[src/rtl/spi_frame_pkg.sv]
// spi_frame_pkg: shared FSM encoding and frame-format constants for spi_frame_master.
//   IDLE/SETUP/SHIFT/HOLD/GAP state encoding, address-byte field layout,
//   and the frame length (address byte + NBIT data bits).
package spi_frame_pkg;
    typedef enum logic [2:0] {IDLE, SETUP, SHIFT, HOLD, GAP} state_t;
    localparam int ADR_W  = 7;
    localparam int RW_BIT = 7;
    function automatic int frame_len(input int nbit);
        return 8 + nbit;
    endfunction
endpackage

[src/rtl/spi_half_tick.sv]
// spi_half_tick: sclk half-period timer; one-cycle tick every CLK_DIV cycles.
//   clk, rst : clock, asynchronous active-high reset
//   load     : restarts the period so the first tick is CLK_DIV cycles later
//   tick     : high in the last cycle of each half-period
module spi_half_tick #(
    parameter int CLK_DIV = 4
) (
    input  logic clk,
    input  logic rst,
    input  logic load,
    output logic tick
);
    localparam int CW = $clog2(CLK_DIV);

    logic [CW-1:0] cnt_q, cnt_d;

    assign tick = cnt_q == '0;

    always_comb begin
        cnt_d = (load || tick) ? CW'(CLK_DIV - 1) : cnt_q - 1'b1;
    end

    always_ff @(posedge clk or posedge rst) begin
        if (rst) cnt_q <= '0;
        else     cnt_q <= cnt_d;
    end
endmodule

[src/rtl/spi_frame_master.sv]
// spi_frame_master: serialises {rw, adr, wdata} MSB-first as an SPI frame.
//   clk, rst        : clock, asynchronous active-high reset
//   start/ready     : command handshake, accepted only when ready=1
//   rw, adr, wdata  : command fields (rw=1 write, 0 read)
//   done            : one-cycle pulse at frame end (same cycle cs rises)
//   rdata           : read data captured from miso
//   sclk, mosi, cs  : SPI outputs (sclk idles low, cs active low)
//   miso            : SPI input, asynchronous
// Optional readback: define SPI_FRAME_MASTER_READBACK_EN to synchronise miso
// and capture read data; otherwise rdata is 0 and miso is ignored.
module spi_frame_master
    import spi_frame_pkg::*;
#(
    parameter int NBIT    = 8,
    parameter int CLK_DIV = 4,
    parameter int CS_GAP  = 8
) (
    input  logic             clk,
    input  logic             rst,
    input  logic             start,
    output logic             ready,
    input  logic             rw,
    input  logic [ADR_W-1:0] adr,
    input  logic [NBIT-1:0]  wdata,
    output logic             done,
    output logic [NBIT-1:0]  rdata,
    output logic             sclk,
    output logic             mosi,
    output logic             cs,
    input  logic             miso
);
    localparam int FRAME = frame_len(NBIT);
    localparam int BW    = $clog2(FRAME);
    localparam int GW    = $clog2(CS_GAP + 1);

    state_t           state_q, state_d;
    logic [FRAME-1:0] shift_q, shift_d;
    logic [BW-1:0]    bit_q, bit_d;
    logic [GW-1:0]    gap_q, gap_d;
    logic             sclk_q, sclk_d, cs_q, cs_d, mosi_q, mosi_d;
    logic             done_q, done_d, ready_q, ready_d;
    logic             load, tick;

    spi_half_tick #(.CLK_DIV(CLK_DIV)) u_tick (
        .clk  (clk),
        .rst  (rst),
        .load (load),
        .tick (tick)
    );

    always_comb begin
        state_d = state_q;
        shift_d = shift_q;
        bit_d   = bit_q;
        gap_d   = gap_q;
        sclk_d  = sclk_q;
        cs_d    = cs_q;
        mosi_d  = mosi_q;
        done_d  = 1'b0;
        load    = 1'b0;
        case (state_q)
            IDLE: if (start) begin
                shift_d = {rw, adr, wdata};
                mosi_d  = rw;
                cs_d    = 1'b0;
                bit_d   = '0;
                load    = 1'b1;
                state_d = SETUP;
            end
            SETUP: if (tick) begin
                sclk_d  = 1'b1;
                state_d = SHIFT;
            end
            // The low half of the last bit is the HOLD phase, so mosi is
            // left untouched on the final falling edge.
            SHIFT: if (tick) begin
                sclk_d = ~sclk_q;
                if (sclk_q && bit_q == BW'(FRAME - 1)) begin
                    state_d = HOLD;
                end else if (sclk_q) begin
                    shift_d = shift_q << 1;
                    mosi_d  = shift_q[FRAME-2];
                    bit_d   = bit_q + 1'b1;
                end
            end
            HOLD: if (tick) begin
                cs_d    = 1'b1;
                mosi_d  = 1'b0;
                done_d  = 1'b1;
                gap_d   = GW'(CS_GAP - 1);
                state_d = GAP;
            end
            GAP: begin
                gap_d   = (gap_q == '0) ? gap_q : gap_q - 1'b1;
                state_d = (gap_q == '0) ? IDLE : GAP;
            end
            default: state_d = IDLE;
        endcase
        ready_d = state_d == IDLE;
    end

    always_ff @(posedge clk or posedge rst) begin
        if (rst) begin
            state_q <= IDLE;
            shift_q <= '0;
            bit_q   <= '0;
            gap_q   <= '0;
            sclk_q  <= 1'b0;
            cs_q    <= 1'b1;
            mosi_q  <= 1'b0;
            done_q  <= 1'b0;
            ready_q <= 1'b1;
        end else begin
            state_q <= state_d;
            shift_q <= shift_d;
            bit_q   <= bit_d;
            gap_q   <= gap_d;
            sclk_q  <= sclk_d;
            cs_q    <= cs_d;
            mosi_q  <= mosi_d;
            done_q  <= done_d;
            ready_q <= ready_d;
        end
    end

    assign ready = ready_q;
    assign done  = done_q;
    assign sclk  = sclk_q;
    assign cs    = cs_q;
    assign mosi  = mosi_q;

`ifdef SPI_FRAME_MASTER_READBACK_EN
    logic [1:0]      sync_q;
    logic            rw_q, rw_d;
    logic [NBIT-1:0] cap_q, cap_d, rdata_q, rdata_d;

    // Sample in the last cycle of each sclk high half of the data bits;
    // the 2-cycle synchroniser latency fits well inside CLK_DIV >= 4.
    always_comb begin
        rw_d    = (state_q == IDLE && start) ? rw : rw_q;
        cap_d   = (state_q == SHIFT && sclk_q && tick && !rw_q && bit_q >= BW'(8))
                ? {cap_q[NBIT-2:0], sync_q[1]} : cap_q;
        rdata_d = (state_q == HOLD && tick && !rw_q) ? cap_q : rdata_q;
    end

    always_ff @(posedge clk or posedge rst) begin
        if (rst) begin
            sync_q  <= '0;
            rw_q    <= 1'b0;
            cap_q   <= '0;
            rdata_q <= '0;
        end else begin
            sync_q  <= {sync_q[0], miso};
            rw_q    <= rw_d;
            cap_q   <= cap_d;
            rdata_q <= rdata_d;
        end
    end

    assign rdata = rdata_q;
`else
    logic unused_miso;
    assign unused_miso = miso;
    assign rdata       = '0;
`endif
endmodule

[config.mk]
export PLATFORM = sky130hd
export DESIGN_NAME = spi_frame_master
export DESIGN_NICKNAME = d
export VERILOG_FILES = /design/src/rtl/spi_frame_pkg.sv /design/src/rtl/spi_half_tick.sv /design/src/rtl/spi_frame_master.sv
export SDC_FILE = /design/constraint.sdc
export NUM_CORES = 1
export LEC_CHECK = 0
export ABC_AREA = 1
export ABC_CLOCK_PERIOD_IN_PS = 1300
export CAP_MARGIN = 20
export CORE_MARGIN = 4
export CORE_UTILIZATION = 47
export CTS_CLUSTER_SIZE = 10
export DETAILED_ROUTE_END_ITERATION = 12
export GPL_ROUTABILITY_DRIVEN = 0
export GPL_TIMING_DRIVEN = 0
export PLACE_DENSITY = 0.77
export SYNTH_ARGS = -nofsm -noshare
export SYNTH_HDL_FRONTEND = slang
export SYNTH_HIERARCHICAL = 1
export SYNTH_SLANG_ARGS = --single-unit
[constraint.sdc]
create_clock -name clk -period 1.3 [get_ports clk]
set_input_delay 0.39 -clock clk [delete_from_list [all_inputs] [get_ports clk]]
set_output_delay 0.39 -clock clk [all_outputs]
set_load 0.02 [all_outputs]
==> summary by stage <==
Status
The flow ran to the end, but the final reports show violations. The final reports fail on negative setup slack.

Floorplanning
After floorplanning, the core was sized to cover 3689 um^2. Measured along the y axis, the die boundary spans 70.17 um. The die is approximately 70 um wide.

The initial core utilization is around half. The die covers 4924 um^2. 33 I/O pins were placed. The number of rows created at floorplan is 22.

Yosys
For this run, the number of Yosys warnings is 6. The number of instances in the synthesized netlist is roughly 240. The sequential cell area fraction in the yosys report is 45.59%. The mean area per synthesized cell is 7.633 um^2.

The flip-flop and latch count after synthesis is 33. The total standard cell area after synthesis is roughly 1800 um^2. The number of unique standard cell types used by synthesis is 25.

Power and ir drop
Total power for the finished layout comes to 1.902 mW. Power spread over the standard cell area amounts to 679.3 nW/um^2. IR analysis of the VDD net gives a maximum drop of 0.7395 mV. The analysis attributes to cell leakage a power of 1.482 nW.

Route
The remaining routing DRC violations is 0. The first detailed-routing pass took 4 iterations. For this block, the via count after detailed routing is 1834. The remaining antenna violation count after routing is 0. In the final routed layout, each cell accounts on average for 14.58 um. The wire length after detailed routing is 5206 um. The ratio of routed vias to standard cells is 5.137. The first routing iteration left 112 violations.

STA
For the pin with the worst max-slew slack, the measured transition is 564.7 ps. Setup repair after global routing could not meet its margin everywhere. The hold violation total from the final report is 0. The final worst setup slack is -110.3 ps. The shortest period the worst path allows is 1410 ps. The tightest hold path in the finished design has a slack of 277.4 ps. The max-slew headroom at the worst pin is approximately 62%. Setup violations remaining at the end of the flow were counted as 24. Summed over all failing endpoints, the final setup total negative slack is -1824 ps.

Of the available clock period, the critical path in the final layout requires 108.5%. Based on the critical path, the design can be clocked at up to 709.1 MHz. The clock arrives with 3.662 ps of skew.

The count of final max-slew check failures is 0.

Clocking
The clock-pin slew of the registers on the worst-case setup and hold paths is 70 ps. The H-tree depth is 2. The clock tree root driver cell is clkbuf_8.

The number of buffers created by CTS is 5. The maximum count of clock buffers along a single path is 2. The number of clock sinks seen by CTS is 33.

The clock latency on the worst-skew pair is 280 ps. TritonCTS built the clock tree.

Critical path
The data required time of the critical path is 1470 ps. The worst reg-to-reg setup slack is -110 ps. The critical-path maximum fanout is 10. The startpoint kind of the worst setup timing path is a flop. At the worst endpoint, the arrival time is 1580 ps.

The endpoint identified for the worst register-to-register timing path is shift_q[7]. The kind of critical path is reg2reg. For the worst flop-to-flop path, the logic depth is 7.

The kind of end point of the critical path is a flop. The startpoint of the worst register-to-register path is bit_q[0].

Layout
The fraction of final layout cells sized beyond drive strength 1 is 42.39%. The final layout net count is 331. 0 antenna diodes ended up in the layout.

Compared with the post-synthesis result, the final layout area differs by 54.13%. The final standard cell utilization of the core is 75.92%.

Job
The tool flagged a number of max-cap violations equal to 0.

Global route
The total overflow left after global routing is 0. The number of antenna violations at the first check in global routing is 0. The total track usage is a little under a fifth. The maximum number of pins on one net before global-route repair is 21.

The number of global-route vias before repair came to 1740. The first global-routing pass estimated ~7500 um of wire.

Min path
The kind of path behind the tightest hold check is in2async.

Placed design
The half-perimeter wire length of the detailed placement result is between 2000 and 3000 um. In this run the tool buffered the top-level ports with 23 buffer cells.
-- power breakdown --
part	leakage, nW	internal [mW]	total (mW)	switching [mW]
logic	1.00	0.0720	0.126	0.0536
clock network	0.0450	0.371	0.750	0.379
registers	0.432	1.03	1.03	0
-- cell families after synthesis --
family | share of synthesized area, %
buffers and inverters | 10.81
and+or+nand+nor | 37.26
DFF | 45.59
other | 0.2064
adders and majority gates | 2.066
AOI/OAI and AO/OA | 4.063
-- worst max-delay path by stage --
stage | from | to | slack, ps | cells after the start
CTS | state_q[1] | shift_q[13] | -60 | 8
detailed placement | start | bit_q[0] | -400 | 7
global placement | rst | shift_q[3] | -550 | 2
finish | bit_q[0] | shift_q[7] | -110 | 7
global route | state_q[2] | shift_q[10] | -170 | 10
floorplan | bit_q[1] | bit_q[0] | -2 | 8
-- metal layers --
| metal | part of all wire, % | vias to the layer above | track usage (%) | wire length, um |
|---|---|---|---|---|
| li1 | - | 878 | - | - |
| met1 | 40 | 887 | 22.33 | 2077 |
| met2 | 53 | 55 | 33.05 | 2753 |
| met3 | 5.1 | 14 | 4.317 | 267 |
| met4 | 2.1 | 0 | 5.532 | 107 |
| met5 | 0 | - | 0 | 0 |
-- cell type report --
| type | instances | area [um^2] |
|---|---|---|
| multi-input combinational | 178 | 1042 |
| clock buffer | 6 | 72.57 |
| fill | 253 | 888.4 |
| tap | 48 | 60.06 |
| buffer | 14 | 142.6 |
| sequential | 33 | 830.8 |
| clock inverter | 2 | 10.01 |
| timing repair buffer | 57 | 568.0 |
| inverter | 19 | 73.82 |
-- cell usage in the layout, fill, tap and decap left out, types with 2 or more instances in the layout --
master           netlist  final
nor2_2                 2      3
nand3_1               28     19
o21ai_2                4      5
nand4_1                4      4
nand2_1              102     73
clkdlybuf4s50_1        0     18
o21ai_1                1      2
dfrtp_1               31     29
dfrtp_2                0      2
nand2_2                4     25
buf_6                  4     14
nor2_4                 1      4
buf_8                  0      5
inv_1                 18     13
clkinv_2               0      2
buf_4                 10     28
buf_2                  1      3
inv_2                  1      5
nand3_2                0      9
nor2_1                10      6
conb_1                 1      8
dfstp_2                2      2
clkbuf_8               0      5
nand2_4                2      9
ha_2                   0      2
-- what timing repair did --
item,in CTS,in global routing
pin swaps,19,31
hold buffers,0,0
resized for setup,54,62
endpoints found under the setup margin,30,30
buffers inserted,25,6
cloned,2,2
-- sequential cells by signal (all words and copies together) (netlist names) --
name	flops
ready	1
gap_q	4
done	1
cs	1
u_tick/cnt_q	2
bit_q	4
shift_q	15
mosi	1
state_q	3
sclk	1
-- cell usage after synthesis (all sizes together) --
library cell  count  area [um^2]
nand3b            1        7.510
nor2             13        61.31
ha                3        37.54
nand2           108        430.4
dfrtp            31        775.7
o21ai             9        60.05
o211ai            1        7.510
dfstp             2        52.55
or2               2        12.52
inv              19        71.31
nand4             4        25.02
a31oi             1        6.260
nand3            28        140.1
buf              15        125.1
conb              1        3.750
-- stage by stage --
stage	setup WS (ps)	area, um^2	std cells
6_report	-110.3	2800	357
3_5_place_dp	-400.3	2175	317
2_1_floorplan	-1.534	1857	245
4_1_cts	-59.90	2579	352
3_3_place_gp	-547.4	2147	316
5_1_grt	-165.6	2800	357
-- critical path: stages, from the launching register on --
cell and delay (ps):
dfrtp_1 360, ha_2 220, nand2_4 70, o21ai_4 190, nand2_4 120, buf_6 160, nand3_1 100, nand2_1 60
Note: power is estimated with default switching activity, not from simulation.
